[src/rtl/regs_wb_arb.sv]
// regs_wb_arb: write-back arbiter and read-forwarding unit for the 32x32 register file.
// Two write-back requesters share the single write port. Round-robin arbitration
// decides which one gets it, and each requester uses a valid/ready handshake.
// The granted write is registered onto we/reg_Wt_addr/wdata. That in-flight write
// is forwarded onto both read ports.
// Ports:
//   clk, rst                       clock, asynchronous active-low reset
//   reqN_valid/addr/data/ready     write-back requester N (0: ALU, 1: load)
//   we, reg_Wt_addr, wdata         registered write port to the register file
//   reg_Rd_addr_A, reg_Rt_addr_B   read addresses (also go to the register file)
//   rdata_A, rdata_B               raw read data from the register file
//   fwd_rdata_A, fwd_rdata_B       forwarded read data for consumers
//   conflict_cnt                   saturating count of cycles with both requesters valid
module regs_wb_arb #(
    parameter int unsigned DW = 32,
    parameter int unsigned AW = 5,
    parameter int unsigned CW = 16
) (
    input  logic          clk,
    input  logic          rst,
    input  logic          req0_valid,
    input  logic [AW-1:0] req0_addr,
    input  logic [DW-1:0] req0_data,
    output logic          req0_ready,
    input  logic          req1_valid,
    input  logic [AW-1:0] req1_addr,
    input  logic [DW-1:0] req1_data,
    output logic          req1_ready,
    output logic          we,
    output logic [AW-1:0] reg_Wt_addr,
    output logic [DW-1:0] wdata,
    input  logic [AW-1:0] reg_Rd_addr_A,
    input  logic [AW-1:0] reg_Rt_addr_B,
    input  logic [DW-1:0] rdata_A,
    input  logic [DW-1:0] rdata_B,
    output logic [DW-1:0] fwd_rdata_A,
    output logic [DW-1:0] fwd_rdata_B,
    output logic [CW-1:0] conflict_cnt
);

    localparam logic [CW-1:0] CNT_MAX = {CW{1'b1}};

    logic          ptr_q, ptr_d;
    logic          we_q, we_d;
    logic [AW-1:0] addr_q, addr_d;
    logic [DW-1:0] data_q, data_d;
    logic [CW-1:0] cnt_q, cnt_d;
    logic          grant0_c, grant1_c;

    // Round-robin grant: a lone requester always wins, and ptr breaks ties.
    always_comb begin
        grant0_c = req0_valid & (~req1_valid | ~ptr_q);
        grant1_c = req1_valid & (~req0_valid |  ptr_q);
    end

    // Ready is suppressed while reset is held, because the flops cannot capture then.
    assign req0_ready = grant0_c & rst;
    assign req1_ready = grant1_c & rst;

    // Next-state: load the granted write, drop r0 writes, and advance the pointer past the winner.
    always_comb begin
        ptr_d  = ptr_q;
        we_d   = 1'b0;
        addr_d = addr_q;
        data_d = data_q;
        cnt_d  = cnt_q;
        if (grant0_c) begin
            we_d   = (req0_addr != '0);
            addr_d = req0_addr;
            data_d = req0_data;
            ptr_d  = 1'b1;
        end else if (grant1_c) begin
            we_d   = (req1_addr != '0);
            addr_d = req1_addr;
            data_d = req1_data;
            ptr_d  = 1'b0;
        end
        if (req0_valid && req1_valid && (cnt_q != CNT_MAX)) begin
            cnt_d = cnt_q + CW'(1);
        end
    end

    // State register.
    always_ff @(posedge clk or negedge rst) begin
        if (!rst) begin
            ptr_q  <= 1'b0;
            we_q   <= 1'b0;
            addr_q <= '0;
            data_q <= '0;
            cnt_q  <= '0;
        end else begin
            ptr_q  <= ptr_d;
            we_q   <= we_d;
            addr_q <= addr_d;
            data_q <= data_d;
            cnt_q  <= cnt_d;
        end
    end

    assign we           = we_q;
    assign reg_Wt_addr  = addr_q;
    assign wdata        = data_q;
    assign conflict_cnt = cnt_q;

    // Bypass the write that the register file has not absorbed yet. r0 never matches because we_q is 0 for it.
    assign fwd_rdata_A = (we_q && (addr_q == reg_Rd_addr_A)) ? data_q : rdata_A;
    assign fwd_rdata_B = (we_q && (addr_q == reg_Rt_addr_B)) ? data_q : rdata_B;

endmodule

[config.mk]
export PLATFORM = sky130hd
export DESIGN_NAME = regs_wb_arb
export DESIGN_NICKNAME = d
export VERILOG_FILES = /design/src/rtl/regs_wb_arb.sv
export SDC_FILE = /design/constraint.sdc
export NUM_CORES = 1
export LEC_CHECK = 0
export CAP_MARGIN = 10
export CORE_MARGIN = 3
export CORE_UTILIZATION = 35
export DETAILED_ROUTE_END_ITERATION = 10
export HOLD_SLACK_MARGIN = 0.12
export MAX_ROUTING_LAYER = met4
export PLACE_DENSITY = 0.84
export SYNTH_ARGS = -nofsm -noshare
export SYNTH_HDL_FRONTEND = slang
export SYNTH_SLANG_ARGS = --single-unit
[constraint.sdc]
create_clock -name clk -period 2.1 [get_ports clk]
set_input_delay 0.42 -clock clk [delete_from_list [all_inputs] [get_ports clk]]
set_output_delay 0.42 -clock clk [all_outputs]
set_load 0.005 [all_outputs]
==> results.env, run 1 <==
WORST_SLACK_NS=-0.536
GLOBALROUTE.TOTALOVERFLOW=0
CRITPATHCAPTURETYPE='primary output'
GP_CONGESTION=0.856
MAXCAPVIOLATIONS=0
FMAX_MHz=379
HPWLAFTERDP_UM=11500
TRITONCTS='built'
INITIAL_CORE_UTILIZATION=0.363
TOP_USAGE_LAYER='met2'
POWER.IR.VDD_WORST_mV=0.399
POST_SYNTH.CELL_AREA_AVG_UM2=9.19
TIMING.SETUP.CRITICAL_PATH_CLASS='reg2out'
NUMBER_OF_DRC_VIOLATIONS_AFTER_DETAILED_ROUTING=0
SYN-NUM-NETS=562
CRITICAL_PATH_PEAK_FANOUT=8
DR.PASS1.ITERS=5
CRIT_REQUIRED_NS=1.68
SYNTH_SEQ_CELLS=55
SYNTH_CELLS=409
DRIVE_GT1_FRAC=0.282
YOSYSWARNINGS=0
TIMING.MAX_SLEW.REL_SLACK=0.527
CTS_NUM_SINKS=55
NUMCTSBUFFERS=5
SYN2LAYOUT_AREA_GROWTH_PCT=95.7
DIE_AREA_UM2=12000
SYNTH.YOSYS.SEQ_AREA_SHARE=0.366
CLKLATENCYLATEPIN_NS=0.31
IO_BUFFER_COUNT=271
FIRST_GLOBAL_VIAS=4650
GLOBAL_ROUTE.USAGE.MET2=0.461
REPORT.FINAL.SETUP_VIOL=64
TIMING.CRITICAL_PATH.FROM_TYPE='flop'
GRT_START_MAX_NET_PINS=63
DRTITER0DRC=234
DETAILROUTE.VIA_COUNT=4448
CTSHTREEMAXLEVEL=2
POST-ROUTE-PERIOD-UTIL=1.26
SKEW_NS=0.00543
R2R_CELLS=6
FINAL_HOLD_FAILS=0
TIMING.FINAL.CRIT_PERIOD_NS=2.64
CORE_REGION_AREA_UM2=10400
VIOLATIONS='setup timing'
CTSLONGESTPATHBUFFERS=2
TNS_NS=-30.92
HOLD-WORST-SLACK_NS=0.276
P_LEAK_nW=3.14
STDCELL_COUNT=833
GRT_PASS1_WL_UM=25600
ARRIVAL_NS=2.22
ROUTED_WIRELENGTH_UM=17000
POWER-PER-CELL-AREA_nW_PER_UM2=504
DRT-WIRELENGTH-PER-CELL_UM=20.4
RSZ0062_AT_GRT='true'
ROW_COUNT=37
GR-USAGE-MET1=0.347
GRT_USE_TOTAL=0.285
DIE_WIDTH_UM=110
CTS_ROOT_BUF='clkbuf_8'
TOTAL_CHIP_POWER_mW=3.71
OUTCOME='finished, violations left'
SYNTH_AREA_UM2=3760
MET3_TRACK_DEMAND_OVER_RESOURCE=0.0693
DRT.ANTENNA.VIOLATING_NETS=0
VIA_PER_INST=5.34
SYNTH_CELL_TYPES=34
MIN-DELAY-PATH-CLASS='in2async'
MAXSLEWVIOLCOUNT=0
FINAL_UTIL=0.710
ANTENNA_FOUND_INITIAL=1
CLK_PIN_SLEW_NS=0.11
WORST-SLEW-PIN-TRANSITION_NS=0.709
LAYOUT.NETS=848
DIE_H_UM=110
PLACED_CELLS_INCL_TAPS=806
PIN_COUNT=272
## where the power goes
part / total (mW) / switching [mW] / internal [mW] / leakage, nW
Combinational: 1.64 / 0.589 / 1.05 / 2.42
Clock: 0.640 / 0.369 / 0.271 / 0.0474
Sequential: 1.43 / 0.220 / 1.21 / 0.674
## sequential cells by signal (all words and copies together), names as in the netlist
| name | cells |
|---|---|
| conflict_cnt | 16 |
| ptr_q | 1 |
| reg_Wt_addr | 5 |
| wdata | 32 |
| we | 1 |
## worst paths after layout
check | from | slack, ns | endpoint
max reg2reg | conflict_cnt[0]$_DFFE_PN0P_ | 0.30 | conflict_cnt[10]$_DFFE_PN0P_
min | rst | 0.28 | we$_DFF_PN0_
min reg2reg | conflict_cnt[11]$_DFFE_PN0P_ | 0.53 | conflict_cnt[11]$_DFFE_PN0P_
max in group asynchronous | rst | 1.34 | reg_Wt_addr[4]$_DFFE_PN0P_
max | reg_Wt_addr[2]$_DFFE_PN0P_ | -0.54 | fwd_rdata_B[8]
min in group clk | req1_valid | 0.34 | ptr_q$_DFFE_PN0P_
## cell usage after synthesis, drive strengths merged
cell type	n	area [um2]
clkbuf	14	52.6
nand4	5	52.6
o211ai	3	22.5
o21ai	35	175
dfrtp	55	1380
buf	15	100
nor4	3	18.8
nand3	8	40.0
nand2	39	146
xnor2	10	87.6
or4	2	15.0
mux2	71	803
and3	6	38.8
nor3	5	25.0
a21oi	65	325
nor2	15	56.3
xor2	13	114
ha	1	12.5
inv	1	3.75
or2	1	6.26
o41ai	1	27.5
o22ai	5	31.3
and2	2	12.5
and4	1	10.0
nand2b	33	206
## layout make-up
type	instances	area, um2
well taps	136	170
diodes	1	2.50
clock buffers	6	82.6
multi-input cells	324	2500
fillers	716	3010
flip-flops and latches	55	1380
repair buffers	308	3210
inverters	1	3.75
clock inverters	2	16.3
## worst max-delay path: stages, from the launching register on
cell and delay (ns):
dfrtp_2 0.43, buf_6 0.13, xor2_2 0.14, nor4_2 0.23, and3_4 0.30, buf_12 0.12, buf_12 0.13, mux2_4 0.31
buf_6 0.12
## stage by stage
| stage | cell area [um2] | setup WS [ns] |
|---|---|---|
| after floorplan | 3760 | 0.0756 |
| after detailed placement | 6650 | -0.915 |
| final | 7360 | -0.536 |
| after CTS | 7440 | -0.630 |
| after global placement | 6650 | -0.885 |
| after global routing | 7360 | -0.654 |
## cell usage in the layout, fill, tap and decap left out, types with 4 or more instances in the layout
cell type	count
a21oi_1	65
buf_12	5
clkbuf_8	6
o21ai_0	31
o22ai_1	5
nor2_1	15
nand2_1	39
xnor2_1	10
xor2_1	12
mux2_4	65
nand3_1	8
dfrtp_1	53
dlygate4sd2_1	6
buf_6	72
mux2_2	6
buf_4	19
clkdlybuf4s50_1	195
o21ai_1	4
nor3_1	5
nand2b_1	33
## kinds of logic after synthesis
family	synth area share
simple gates	0.167
compound gates	0.155
mux	0.214
flops	0.366
buf+inv	0.0416
xor+xnor	0.0536
fa+ha+maj	0.00333
## per-layer routing
metal,part of all wire,up-vias
li1,-,2013
met1,0.38,2145
met2,0.50,248
met3,0.087,42
met4,0.032,0
met5,0,-
## what timing repair did
item / in CTS / in global routing
resized for setup: 416 / 11
hold buffers: 1 / 0
cloned: 6 / 0
pin swaps: 7 / 5
endpoints found under the setup margin: 64 / 64
endpoints found under the hold margin: 1 / 0
buffers inserted: 16 / 2
(Power assumes the default switching activity.)
==> inputs of run 2 (changes only) <==
--- a/config.mk
+++ b/config.mk
@@ -6,6 +6,7 @@
 export NUM_CORES = 1
 export LEC_CHECK = 0
 export CAP_MARGIN = 10
+export CORE_ASPECT_RATIO = 1.5
 export CORE_MARGIN = 3
 export CORE_UTILIZATION = 35
 export DETAILED_ROUTE_END_ITERATION = 10
==> results.env, run 2 (synthesis results as in run 1) <==
POWER-PER-CELL-AREA_nW_PER_UM2=545  # +8.1%
DIE_AREA_UM2=12000  # +0.21%
PWR-SHARE-CLK=0.239  # +0.067
WORST_SLACK_NS=-0.637  # -0.100 ns
MIN-DELAY-PATH-CLASS='in2async'
TIMING.CRITICAL_PATH.CELLS='xor2_2 > nor4_2 > and3_4 > buf_12 > buf_16 > buf_12 > buf_8 > mux2_4 > buf_6'
CTS_NUM_SINKS=55  # unchanged
LAYOUT.NETS=853  # +0.59%
GRT_USE_TOTAL=0.326  # +0.0409
HPWLAFTERDP_UM=12800  # +11%
R2R_CELLS=6  # unchanged
P_LEAK_nW=3.19  # +1.5%
R2R_SETUP_SLACK_NS=0.21  # -0.09 ns
FINAL_UTIL=0.724  # +0.0145
POSTPLACECELLAREA_UM2=6630  # -0.28%
PLACED_CELLS_INCL_TAPS=808  # +0.25%
COMBPWRFRAC=0.403  # -0.038
IO_BUFFER_COUNT=271  # unchanged
TIMING.SETUP.CRITICAL_PATH_CLASS='reg2out'
FMAX_MHz=365  # -3.7%
NUMCTSBUFFERS=5  # unchanged
GLOBALROUTE.TOTALOVERFLOW=0  # unchanged
P_SEQ_FRAC=0.358  # -0.029
CTS_ROOT_BUF='clkbuf_16'
NET-SWITCHING-POWER_mW=1.22  # +3.9%
CLK_PIN_SLEW_NS=0.07  # -0.04 ns
ROUTED_WIRELENGTH_UM=19800  # +17%
DIE_H_UM=133  # +21%
ANTENNA_FOUND_INITIAL=2  # +1
LARGEST_REGISTER_FF_COUNT=32  # unchanged
STDCELL_COUNT=844  # +1.3%
TIMING.CRITICAL_PATH.FROM_TYPE='flop'
POST-ROUTE-PERIOD-UTIL=1.30  # +0.0478
OUTCOME='finished, violations left'
POWER.IR.VDD_WORST_mV=0.521  # +31%
CRITPATHCAPTURETYPE='primary output'
WORST-SLEW-PIN-TRANSITION_NS=0.597  # -0.112 ns
LAYOUT_COMMONEST_CELL='clkdlybuf4s50_1'
CRITICAL_PATH_PEAK_FANOUT=7  # -1
CLKLATENCYLATEPIN_NS=0.29  # -0.02 ns
DRTITER0DRC=206  # -12%
DRT.ANTENNA.VIOLATING_NETS=0  # unchanged
FIRST_GLOBAL_VIAS=4907  # +5.5%
POWER.SHARE.SWITCHING=0.301  # -0.0166
GP_CONGESTION=0.932  # +8.9%
CTSHTREEMAXLEVEL=2  # unchanged
POSTLAYOUTCELLAREA_UM2=7460  # +1.4%
DR.PASS1.ITERS=5  # unchanged
FINAL.FILL_COUNT=699  # -2.4%
INITIAL_CORE_UTILIZATION=0.365  # +0.00233
DRT-WIRELENGTH-PER-CELL_UM=23.5  # +15%
MAXSLEWVIOLCOUNT=0  # unchanged
TOTAL_CHIP_POWER_mW=4.07  # +9.6%
PLACE_WS_NS=-0.937  # -0.0221 ns
CTSLONGESTPATHBUFFERS=2  # unchanged
SYN2LAYOUT_AREA_GROWTH_PCT=98.5
TIMING.FINAL.CRIT_PERIOD_NS=2.74  # +0.100 ns
DRIVE_GT1_FRAC=0.284  # +0.00227
ROW_COUNT=45  # +22%
MAXCAPVIOLATIONS=0  # unchanged
GRT_PASS1_WL_UM=29600  # +16%
RSZ0062_AT_GRT='true'
SLOWEST_STAGE='dfrtp_2'
R2R_START='conflict_cnt[0]$_DFFE_PN0P_'
CRIT_REQUIRED_NS=1.68  # about the same
TIMING.MAX_SLEW.REL_SLACK=0.602  # +0.0744
VIOLATIONS='setup timing'
NUMBER_OF_DRC_VIOLATIONS_AFTER_DETAILED_ROUTING=0  # unchanged
MOST-COMMON-LAYOUT-CELLS='clkdlybuf4s50_1, buf_6, a21oi_1'
PIN_COUNT=272  # unchanged
SKEW_NS=0.00413  # -0.00130 ns
INTERNAL_POWER_mW=2.84  # +12%
GRT_START_MAX_NET_PINS=65  # +3.2%
DIE_WIDTH_UM=90.6  # -17%
CORE_REGION_AREA_UM2=10300  # -0.64%
TRITONCTS='built'
FINAL_HOLD_FAILS=0  # unchanged
WORSTREG2REGEND='conflict_cnt[10]$_DFFE_PN0P_'
TNS_NS=-32.96  # -2.04 ns
HOLD-WORST-SLACK_NS=0.149  # -0.126 ns
DETAILROUTE.VIA_COUNT=4560  # +2.5%
CRITICAL-PATH-TOP-CELL-BY-COUNT='buf_12'
ARRIVAL_NS=2.32  # +0.10 ns
REPORT.FINAL.SETUP_VIOL=64  # unchanged
CP_SLOWEST_STAGE_DELAY_NS=0.46  # +0.03 ns
VIA_PER_INST=5.40  # +1.2%
[run 2: changes by cell type in the layout (fill, tap and decap cells not counted), moves of 2 or more]
cell,change
buf_12,+2
clkbuf_8,-5
clkbuf_16,+5
buf_6,-2
buf_2,+3
mux2_2,+3
mux2_4,-3
[run 2: worst max-delay path: cells and delay by family (launching register included)]
family,cells,cell delay [ns]
xor gates and xnor gates,1,0.17
DFF,1,0.46
buffers and inverters,5,0.57
and+or+nand+nor,2,0.52
muxes,1,0.30
[run 2: metal layers]
layer,vias up,GRT usage,part of all wire
li1,2029,-,-
met1,2195,0.328,0.33
met2,262,0.572,0.51
met3,74,0.0956,0.091
met4,0,0.158,0.060
met5,-,-,0
[run 2: power by group through the flow]
| stage | registers, mW | logic [mW] | clock network (mW) |
|---|---|---|---|
| floorplan | 1.41 | 0.493 | 0 |
| global placement | 1.44 | 1.40 | 0 |
| detailed placement | 1.45 | 1.44 | 0 |
| CTS | 1.44 | 1.62 | 0.990 |
| global route | 1.47 | 1.75 | 1.04 |
| finish | 1.45 | 1.64 | 0.973 |
[run 2: final cells by class]
cell class | instances | area [um2] | share of cell area
timing repair buffer | 313 | 3240 | 0.435
tap | 141 | 176 | 0.0236
sequential | 55 | 1380 | 0.185
clock buffer | 6 | 139 | 0.0186
inverter | 1 | 3.75 | 0.000503
antenna | 2 | 5.00 | 0.000671
clock inverter | 2 | 35.0 | 0.00469
multi-input combinational | 324 | 2480 | 0.332
[run 2: timing repair]
action / CTS / global route
pin swaps: 6 / 5
cloned: 6 / 0
endpoints found under the setup margin: 64 / 64
resized for setup: 409 / 14
hold endpoints to repair: 9 / 0
buffers inserted: 23 / 4
hold buffers: 1 / 0
[run 2: worst max-delay path by stage]
stage                                           from              end  slack, ns
final                     reg_Wt_addr[2]$_DFFE_PN0P_  fwd_rdata_B[18]      -0.64
after global placement              reg_Rt_addr_B[2]   fwd_rdata_B[1]      -0.91
after floorplan           reg_Wt_addr[2]$_DFFE_PN0P_   fwd_rdata_A[1]       0.08
after global routing      reg_Wt_addr[2]$_DFFE_PN0P_  fwd_rdata_B[24]      -0.71
after CTS                 reg_Wt_addr[3]$_DFFE_PN0P_  fwd_rdata_B[18]      -0.64
after detailed placement            reg_Rt_addr_B[2]   fwd_rdata_B[1]      -0.94
==> inputs of run 3 (changes only) <==
--- a/config.mk
+++ b/config.mk
@@ -13,6 +13,7 @@
 export HOLD_SLACK_MARGIN = 0.12
 export MAX_ROUTING_LAYER = met4
 export PLACE_DENSITY = 0.84
+export SETUP_SLACK_MARGIN = 0.15
 export SYNTH_ARGS = -nofsm -noshare
 export SYNTH_HDL_FRONTEND = slang
 export SYNTH_SLANG_ARGS = --single-unit
==> results.env, run 3 (synthesis results as in run 1) <==
OUTCOME='finished, violations left'
VIOLATIONS='setup timing'
SLOWEST_STAGE='dfrtp_1'
DRIVE_GT1_FRAC=0.286  # +0.00204
NUMBER_OF_DRC_VIOLATIONS_AFTER_DETAILED_ROUTING=0  # unchanged
GRT_PASS1_WL_UM=28700  # -3.2%
STDCELL_COUNT=845  # +0.12%
ARRIVAL_NS=2.27  # -0.05 ns
FIRST_GLOBAL_VIAS=5006  # +2.0%
POWER-PER-CELL-AREA_nW_PER_UM2=521  # -4.4%
RSZ0062_AT_GRT='true'
CTS_ROOT_BUF='clkbuf_16'
POST-ROUTE-PERIOD-UTIL=1.28  # -0.0220
ANTENNA_FOUND_INITIAL=1  # -1
PIN_COUNT=272  # unchanged
MAXSLEWVIOLCOUNT=0  # unchanged
SYN2LAYOUT_AREA_GROWTH_PCT=102
TIMING.CRITICAL_PATH.FROM_TYPE='flop'
CTS_NUM_SINKS=55  # unchanged
PLACED_CELLS_INCL_TAPS=810  # +0.25%
CP_SLOWEST_STAGE_DELAY_NS=0.42  # -0.04 ns
GRT_START_MAX_NET_PINS=63  # -3.1%
CTSHTREEMAXLEVEL=2  # unchanged
TIMING.SETUP.CRITICAL_PATH_CLASS='reg2out'
CTSLONGESTPATHBUFFERS=2  # unchanged
LAYOUT_COMMONEST_CELL='clkdlybuf4s50_1'
CPLARGESTDELAYFAMILY='buffers and inverters'
GP_CONGESTION=0.938  # +0.60%
MOST-COMMON-LAYOUT-CELLS='clkdlybuf4s50_1, buf_6, mux2_4, a21oi_1, dfrtp_1'
HPWLAFTERDP_UM=12600  # -2.0%
NUMCTSBUFFERS=5  # unchanged
LARGEST_REGISTER_FF_COUNT=32  # unchanged
TIMING.FINAL.CRIT_PERIOD_NS=2.69  # -0.0461 ns
DIE_H_UM=133  # unchanged
DR.PASS1.ITERS=5  # unchanged
TRITONCTS='built'
TIMING.CRITICAL_PATH.CELLS='buf_6 > xor2_2 > nor4_2 > and3_4 > buf_6 > buf_12 > buf_16 > mux2_4 > buf_6'
FINAL_UTIL=0.738  # +0.0136
SKEW_NS=0.00618  # +0.00205 ns
R2R_CELLS=4  # -2
ROW_COUNT=45  # unchanged
CORE_REGION_AREA_UM2=10300  # unchanged
FMAX_MHz=372  # +1.7%
CLKLATENCYLATEPIN_NS=0.29  # about the same
POWER.IR.VDD_WORST_mV=0.569  # +9.1%
IO_BUFFER_COUNT=271  # unchanged
WORST-SLEW-PIN-TRANSITION_NS=0.569  # -0.0282 ns
WORST_SLACK_NS=-0.590  # +0.0461 ns
INITIAL_CORE_UTILIZATION=0.365  # unchanged
MIN-DELAY-PATH-CLASS='in2async'
LAYOUT.NETS=856  # +0.35%
DETAILROUTE.VIA_COUNT=4589  # +0.64%
CRITICAL_PATH_PEAK_FANOUT=7  # unchanged
R2R_START='conflict_cnt[0]$_DFFE_PN0P_'
CLK_PIN_SLEW_NS=0.07  # about the same
FINAL_HOLD_FAILS=0  # unchanged
VIA_PER_INST=5.43  # +0.52%
CRIT_REQUIRED_NS=1.68  # about the same
GRT_USE_TOTAL=0.317  # -0.00894
WORSTREG2REGEND='conflict_cnt[1]$_DFFE_PN0P_'
CP_NUM_BUF_INV=5  # unchanged
POSTPLACECELLAREA_UM2=6770  # +2.2%
GLOBALROUTE.TOTALOVERFLOW=0  # unchanged
DIE_AREA_UM2=12000  # unchanged
DRT-WIRELENGTH-PER-CELL_UM=22.4  # -4.7%
DRTITER0DRC=240  # +17%
MAXCAPVIOLATIONS=0  # unchanged
ROUTED_WIRELENGTH_UM=18900  # -4.6%
TIMING.MAX_SLEW.REL_SLACK=0.621  # +0.0188
REPORT.FINAL.SETUP_VIOL=64  # unchanged
CRITICAL-PATH-TOP-CELL-BY-COUNT='buf_6'
R2R_SETUP_SLACK_NS=0.27  # +0.06 ns
HOLD-WORST-SLACK_NS=0.153  # +0.00376 ns
P_LEAK_nW=3.24  # +1.4%
DIE_WIDTH_UM=90.6  # unchanged
POSTLAYOUTCELLAREA_UM2=7600  # +1.9%
TOTAL_CHIP_POWER_mW=3.96  # -2.6%
CRITPATHCAPTURETYPE='primary output'
DRT.ANTENNA.VIOLATING_NETS=0  # unchanged
==> run 3: cell types whose count changed in the layout (fill, tap and decap cells not counted), sizes merged <==
cell,change
buf,+5
bufinv,-1
clkbuf,-1
diode,-1
dlygate4sd2,+1
dlygate4sd3,-1
dlymetal6s2s,-1
==> run 3: final cells by class <==
class	instances	area (um2)
Timing Repair Buffer	316	3400
Fill cell	715	2700
Multi-Input combinational cell	324	2500
Sequential cell	55	1380
Tap cell	141	176
Clock buffer	6	139
Clock inverter	1	5.00
Inverter	1	3.75
Antenna cell	1	2.50
==> run 3: routing by layer <==
| layer | share of wire | global-route usage |
|---|---|---|
| met5 | 0 | - |
| met1 | 0.33 | 0.314 |
| met4 | 0.066 | 0.197 |
| met2 | 0.50 | 0.538 |
| met3 | 0.096 | 0.0973 |
==> run 3: power by group <==
group          switching [mW]  internal [mW]
sequential              0.236           1.21
clock                   0.367          0.467
combinational           0.610           1.07
==> run 3: worst max path at each step <==
stage / startpoint / end / cells after the start
2_1_floorplan: reg_Rt_addr_B[2] / fwd_rdata_B[10] / 6
3_3_place_gp: reg_Rt_addr_B[2] / fwd_rdata_B[31] / 7
3_5_place_dp: reg_Rt_addr_B[2] / fwd_rdata_B[9] / 7
4_1_cts: reg_Wt_addr[2]$_DFFE_PN0P_ / fwd_rdata_B[29] / 9
5_1_grt: reg_Wt_addr[2]$_DFFE_PN0P_ / fwd_rdata_B[28] / 9
6_report: reg_Wt_addr[2]$_DFFE_PN0P_ / fwd_rdata_B[28] / 9
==> run 3: repair_timing <==
| action | 4_1_cts | 5_1_grt |
|---|---|---|
| hold buffers | 0 | 0 |
| pin swaps | 6 | 2 |
| setup buffers | 20 | 1 |
| resized for setup | 384 | 3 |
| endpoints found under the setup margin | 64 | 68 |
| gates cloned | 6 | 0 |
==> run 3: worst register-to-register path: cells and delay by family, from the launching register on <==
family | cells | cell delay, ns
AO/OA/AOI/OAI | 1 | 0.55
adder cells (fa/ha/maj) | 1 | 0.25
flip-flops | 1 | 0.42
multiplexers | 1 | 0.35
AND/OR/NAND/NOR | 1 | 0.16
==> run 3: through the flow <==
stage / setup TNS (ns) / setup slack (ns)
final: -32.90 / -0.590
after global routing: -39.55 / -0.681
after CTS: -33.54 / -0.578
after detailed placement: -55.83 / -0.937
after global placement: -54.10 / -0.901
after floorplan: 0 / 0.124
